[src/rtl/sector_timer_bank.sv]
// Rotating-sector dwell timer bank: synchronises the index and sector sensors, tracks the live sector,
// accumulates per-sector microsecond time and revolutions, and snapshots them into a readable shadow bank.
module sector_timer_bank #(
  parameter int unsigned N_SECT      = 16,
  parameter int unsigned AW          = 4,
  parameter int unsigned TW          = 32,
  parameter int unsigned PW          = 32,
  parameter int unsigned STALL_TICKS = 1000000
) (
  input  logic          i_clk,
  input  logic          i_rst,
  input  logic          i_tick_1us,
  input  logic          i_sct1,
  input  logic          i_sct2,
  input  logic          i_sct_id_ready,
  input  logic [AW-1:0] i_sct_id_mcu,
  input  logic          i_ram_change,
  input  logic          i_rd_en,
  input  logic [AW-1:0] i_rd_addr,
  output logic [TW-1:0] o_rd_data,
  output logic          o_rd_valid,
  output logic [AW-1:0] o_cur_sector,
  output logic [PW-1:0] o_period_out,
  output logic          o_not_rotate
);

  localparam int unsigned SW = $clog2(STALL_TICKS + 1);

  // Per sensor: [0] meta flop, [1] synchronised level, [2] previous level
  logic [2:0]    r_s1, r_s2;
  logic          r_e1, r_e2;
  logic [AW-1:0] r_cur;
  logic [PW-1:0] r_period_live;
  logic [PW-1:0] r_period_out;
  logic [SW-1:0] r_stall_cnt;
  logic          r_not_rotate;
  logic [TW-1:0] r_acc    [N_SECT];
  logic [TW-1:0] r_shadow [N_SECT];
  logic [TW-1:0] r_rd_data;
  logic          r_rd_valid;

  logic [AW-1:0]     w_cur_nxt;
  logic              w_id_ok;
  logic [N_SECT-1:0] w_inc;
  logic [TW-1:0]     w_rd_mux;

  always_ff @(posedge i_clk) begin
    if (i_rst) begin
      r_s1 <= '0;
      r_s2 <= '0;
      r_e1 <= 1'b0;
      r_e2 <= 1'b0;
    end else begin
      r_s1 <= {r_s1[1:0], i_sct1};
      r_s2 <= {r_s2[1:0], i_sct2};
      r_e1 <= r_s1[1] & ~r_s1[2];
      r_e2 <= r_s2[1] & ~r_s2[2];
    end
  end

  // Sector priority: index edge, then processor override, then sector step
  always_comb begin
    w_id_ok   = 32'(i_sct_id_mcu) < N_SECT;
    w_cur_nxt = r_cur;
    if (r_e1) begin
      w_cur_nxt = '0;
    end else if (i_sct_id_ready && w_id_ok) begin
      w_cur_nxt = i_sct_id_mcu;
    end else if (r_e2) begin
      w_cur_nxt = (r_cur == AW'(N_SECT - 1)) ? '0 : r_cur + AW'(1);
    end
  end

  always_comb begin
    w_inc    = '0;
    w_rd_mux = '0;
    for (int unsigned i = 0; i < N_SECT; i++) begin
      w_inc[i] = i_tick_1us && !r_not_rotate && (r_cur == AW'(i));
      if (i_rd_addr == AW'(i)) w_rd_mux = r_shadow[i];
    end
  end

  always_ff @(posedge i_clk) begin
    if (i_rst) begin
      r_cur         <= '0;
      r_period_live <= '0;
      r_period_out  <= '0;
      r_stall_cnt   <= '0;
      r_not_rotate  <= 1'b0;
      r_rd_data     <= '0;
      r_rd_valid    <= 1'b0;
    end else begin
      r_cur      <= w_cur_nxt;
      r_rd_valid <= i_rd_en;
      if (i_rd_en) r_rd_data <= w_rd_mux;

      if (i_ram_change) begin
        r_period_out  <= r_period_live;
        r_period_live <= r_e1 ? PW'(1) : '0;
      end else if (r_e1 && (r_period_live != '1)) begin
        r_period_live <= r_period_live + PW'(1);
      end

      // Stall counter parks at STALL_TICKS; any sensor edge restarts it
      if (r_e1 || r_e2) begin
        r_stall_cnt  <= '0;
        r_not_rotate <= 1'b0;
      end else if (i_tick_1us && (r_stall_cnt != SW'(STALL_TICKS))) begin
        r_stall_cnt <= r_stall_cnt + SW'(1);
        if (r_stall_cnt == SW'(STALL_TICKS - 1)) r_not_rotate <= 1'b1;
      end
    end
  end

  // Live accumulators and shadow bank; a coincident tick lands in the freshly cleared frame
  always_ff @(posedge i_clk) begin
    for (int unsigned i = 0; i < N_SECT; i++) begin
      if (i_rst) begin
        r_acc[i]    <= '0;
        r_shadow[i] <= '0;
      end else if (i_ram_change) begin
        r_shadow[i] <= r_acc[i];
        r_acc[i]    <= w_inc[i] ? TW'(1) : '0;
      end else if (w_inc[i] && (r_acc[i] != '1)) begin
        r_acc[i] <= r_acc[i] + TW'(1);
      end
    end
  end

  assign o_rd_data    = r_rd_data;
  assign o_rd_valid   = r_rd_valid;
  assign o_cur_sector = r_cur;
  assign o_period_out = r_period_out;
  assign o_not_rotate = r_not_rotate;

endmodule

[config.mk]
export PLATFORM = sky130hd
export DESIGN_NAME = sector_timer_bank
export DESIGN_NICKNAME = d
export VERILOG_FILES = /design/src/rtl/sector_timer_bank.sv
export SDC_FILE = /design/constraint.sdc
export NUM_CORES = 2
export LEC_CHECK = 0
export CORE_UTILIZATION = 57
export CTS_BUF_LIST = sky130_fd_sc_hd__clkbuf_4 sky130_fd_sc_hd__clkbuf_8 sky130_fd_sc_hd__clkbuf_16
export CTS_CLUSTER_SIZE = 16
export DETAILED_ROUTE_END_ITERATION = 7
export GPL_ROUTABILITY_DRIVEN = 0
export PLACE_DENSITY = 0.77
export SYNTH_ARGS = -nofsm -noshare
export SYNTH_HDL_FRONTEND = slang
export SYNTH_SLANG_ARGS = --single-unit
[constraint.sdc]
create_clock -name i_clk -period 20.5 [get_ports i_clk]
set_input_delay 4.1 -clock i_clk [delete_from_list [all_inputs] [get_ports i_clk]]
set_output_delay 4.1 -clock i_clk [all_outputs]
set_load 0.02 [all_outputs]
==> flow_metrics.env <==
export IMPL_status="complete, no violations"
export IMPL_grt_pass1_wl_mm=240
export IMPL_dp_hpwl_mm=108
export IMPL_grt_use_total=0.317
export IMPL_syn_area_um2=56500
export IMPL_leakagePower_nw=23.1
export IMPL_grt_max_degree=131
export IMPL_period_minus_slack_ps=7920
export IMPL_fmax_mhz=126
export IMPL_io_buffers=85
export IMPL_synth_ff_type="edfxtp_1"
export IMPL_synth_simple_area_share=0.213
export IMPL_synthXorXnorAreaFrac=0.0762
export IMPL_fin_crit_sh=0.386
export IMPL_ios=86
export IMPL_hold_viol_final=0
export IMPL_maxSlewViolCount=0
export IMPL_synth_compound_area_frac=0.0609
export IMPL_worst_hold_slack_ps=386
export IMPL_yosysSeqAreaShare=0.590
export IMPL_clk_latency_ps=720
export IMPL_tightest_slew_ps=1200
export IMPL_grt_remaining_overflow=0
export IMPL_grt_pass1_vias=38600
export IMPL_hold_buffers=0
export IMPL_area_growth_pct=10.2
export IMPL_synthCells=4983
export IMPL_rsz0062_at_grt="false"
export IMPL_min_from="r_s1[2]"
export IMPL_synth_fa_ha_area_frac=0.00509
export IMPL_synth_area_leader_cell="edfxtp_1"
export IMPL_synthDominantCellAreaShare=0.544
export IMPL_core_um2=98300
export IMPL_power_density_nw_per_um2=84.4
export IMPL_yosys_cell_types_count=79
export IMPL_maxCapViolCount=0
export IMPL_synth_top_family_by_area="simple AND/OR/NAND/NOR gates"
export IMPL_drive_gt1_frac=0.0775
export IMPL_synthArstFlopShare=0
export IMPL_vias_per_cell=6.59
export IMPL_relSlewSlack=0.199
export IMPL_critPathLaunch="i_ram_change"
export IMPL_yosys_warnings=0
export IMPL_hold_path_class="reg2reg"
export IMPL_num_rows=115
export IMPL_peakVddDrop_uv=85.3
export IMPL_cts_buffer_depth=3
export IMPL_synth_area_leaders="edfxtp_1 54%, and3_1 6.7%, xor2_1 5.4%"
export IMPL_totalWireLength_mm=159
export IMPL_synthMuxAreaShare=0.0277
export IMPL_wl_per_cell_um=25.2
export IMPL_numCtsBuffers=115
export IMPL_syn_nets=5022
export IMPL_crit_required_ps=20830
export IMPL_drt_iter0_drc=5907
export IMPL_synth_edf_count=1024
export IMPL_clock_sinks=1154
export IMPL_cp_start_kind="primary input"
export IMPL_dieWidth_um=317
export IMPL_r2r_start="r_acc[1][74]"
export IMPL_finalNetCount=4985
export IMPL_setup_tns_ps=0
export IMPL_cp_arrival_ps=8250
export IMPL_htreeDepth=3
export IMPL_num_vias=41700
export IMPL_cts_setup_buffers=0
export IMPL_cts_tree="built"
export IMPL_firstDrtPassIters=7
export IMPL_syn_avg_cell_area_um2=11.3
export IMPL_skew_ps=31.9
export IMPL_start_util=0.575
export IMPL_synth_seq_cells=1154
export IMPL_cts_root_buf="clkbuf_16"
export IMPL_clk_pin_slew_ps=60
export IMPL_cp_max_fo=102
export IMPL_antenna_left=0
export IMPL_post_cts_resized=0
export IMPL_critPathKind="in2reg"
export IMPL_endpoint_kind="flip-flop"
export IMPL_die_height_um=317
export IMPL_antenna_found_initial=6
export IMPL_total_power_mw=5.26
export IMPL_setup_viol=0
export IMPL_drc=0
export IMPL_die_area_um2=100000
worst paths after layout:
path                                         end  slack [ps]  cells after the start
worst max register to register      r_acc[1][74]       16630                      6
worst min-delay path                        r_e1         390                      1
worst min register to register              r_e1         390                      1
worst max-delay path            r_shadow[1][213]       12580                      7
worst max-delay path, stage by stage:
cell and delay (ps):
buf_8 270, nor2_4 80, buf_4 320, inv_8 580, buf_4 740, buf_4 870
buf_4 980
metal layers:
metal,vias to the layer above,routed length [um],share of wire,track usage
li1,18400,-,-,-
met1,20400,60900,0.38,0.440
met2,2433,71500,0.45,0.475
met3,448,18000,0.11,0.0657
met4,4,8950,0.056,0.155
met5,-,27,0.00017,0
sequential cells by signal, indices dropped and copies added (netlist names):
| register | flops |
|---|---|
| o_cur_sector | 4 |
| r_s1 | 3 |
| r_acc | 512 |
| o_rd_data | 32 |
| o_rd_valid | 1 |
| r_e1 | 1 |
| r_period_live | 32 |
| r_shadow | 512 |
| r_s2 | 3 |
| o_period_out | 32 |
| r_e2 | 1 |
| o_not_rotate | 1 |
| r_stall_cnt | 20 |
cell families after synthesis:
group / after synthesis
compound gates: 499
xor+xnor: 492
fa+ha+maj: 23
buf+inv: 391
flops: 1154
mux: 111
simple gates: 2313
cell usage after synthesis (23+ instances only):
library cell and number:
o22ai_1 31, and2_1 36, o21ai_0 91, nor2_1 705
edfxtp_1 1024, xor2_1 346, a211oi_1 29, nor3_1 51
mux4_2 34, dfxtp_1 130, nand3_1 226, buf_2 28
nand2_1 241, inv_1 64, clkbuf_1 273, a22oi_1 26
ha_1 23, and4_1 60, xnor2_1 146, o221ai_1 33
mux2i_1 53, and3_1 604, a21oi_1 98, nand4_1 183
mux2_2 24, nor2b_1 30, or3_1 35, nor4_1 43
layout make-up:
type	instances	area, um^2
inverter	68	270
sequential	1154	33400
fill	7355	36000
multi-input combinational	3438	21700
timing repair buffer	169	1480
clock buffer	154	3230
antenna	3	7.51
tap	1287	1610
clock inverter	60	636
layout by cell type (no fill, tap or decap), types with 53 or more instances in the layout:
| cell | synthesis | layout |
|---|---|---|
| a21oi_1 | 98 | 98 |
| and3_1 | 604 | 604 |
| and4_1 | 60 | 60 |
| buf_4 | 0 | 84 |
| clkbuf_16 | 0 | 115 |
| clkdlybuf4s50_1 | 0 | 79 |
| dfxtp_1 | 130 | 130 |
| edfxtp_1 | 1024 | 1024 |
| inv_1 | 64 | 63 |
| mux2i_1 | 53 | 53 |
| nand2_1 | 241 | 241 |
| nand3_1 | 226 | 226 |
| nand4_1 | 183 | 183 |
| nor2_1 | 705 | 705 |
| o21ai_0 | 91 | 91 |
| xnor2_1 | 146 | 146 |
| xor2_1 | 346 | 346 |
metrics by stage:
stage / std cells / setup slack [ps] / instance area, um^2 / util
after floorplan: 4983 / 873 / 56500 / -
after CTS: 6330 / 12700 / 62300 / 0.634
after global placement: 6116 / 12020 / 58500 / 0.595
after global routing: 6330 / 12440 / 62300 / 0.634
final: 6333 / 12580 / 62300 / 0.634
after detailed placement: 6116 / 11950 / 58500 / 0.595
report_power, final:
part	switching (mW)	internal, mW	total [mW]	leakage [nW]
clock network	0.921	1.23	2.16	1.91
registers	0.107	2.67	2.78	12.5
logic	0.220	0.105	0.325	8.77
total	1.25	4.01	5.26	23.1
No activity file was read; power rests on OpenSTA's default activity.
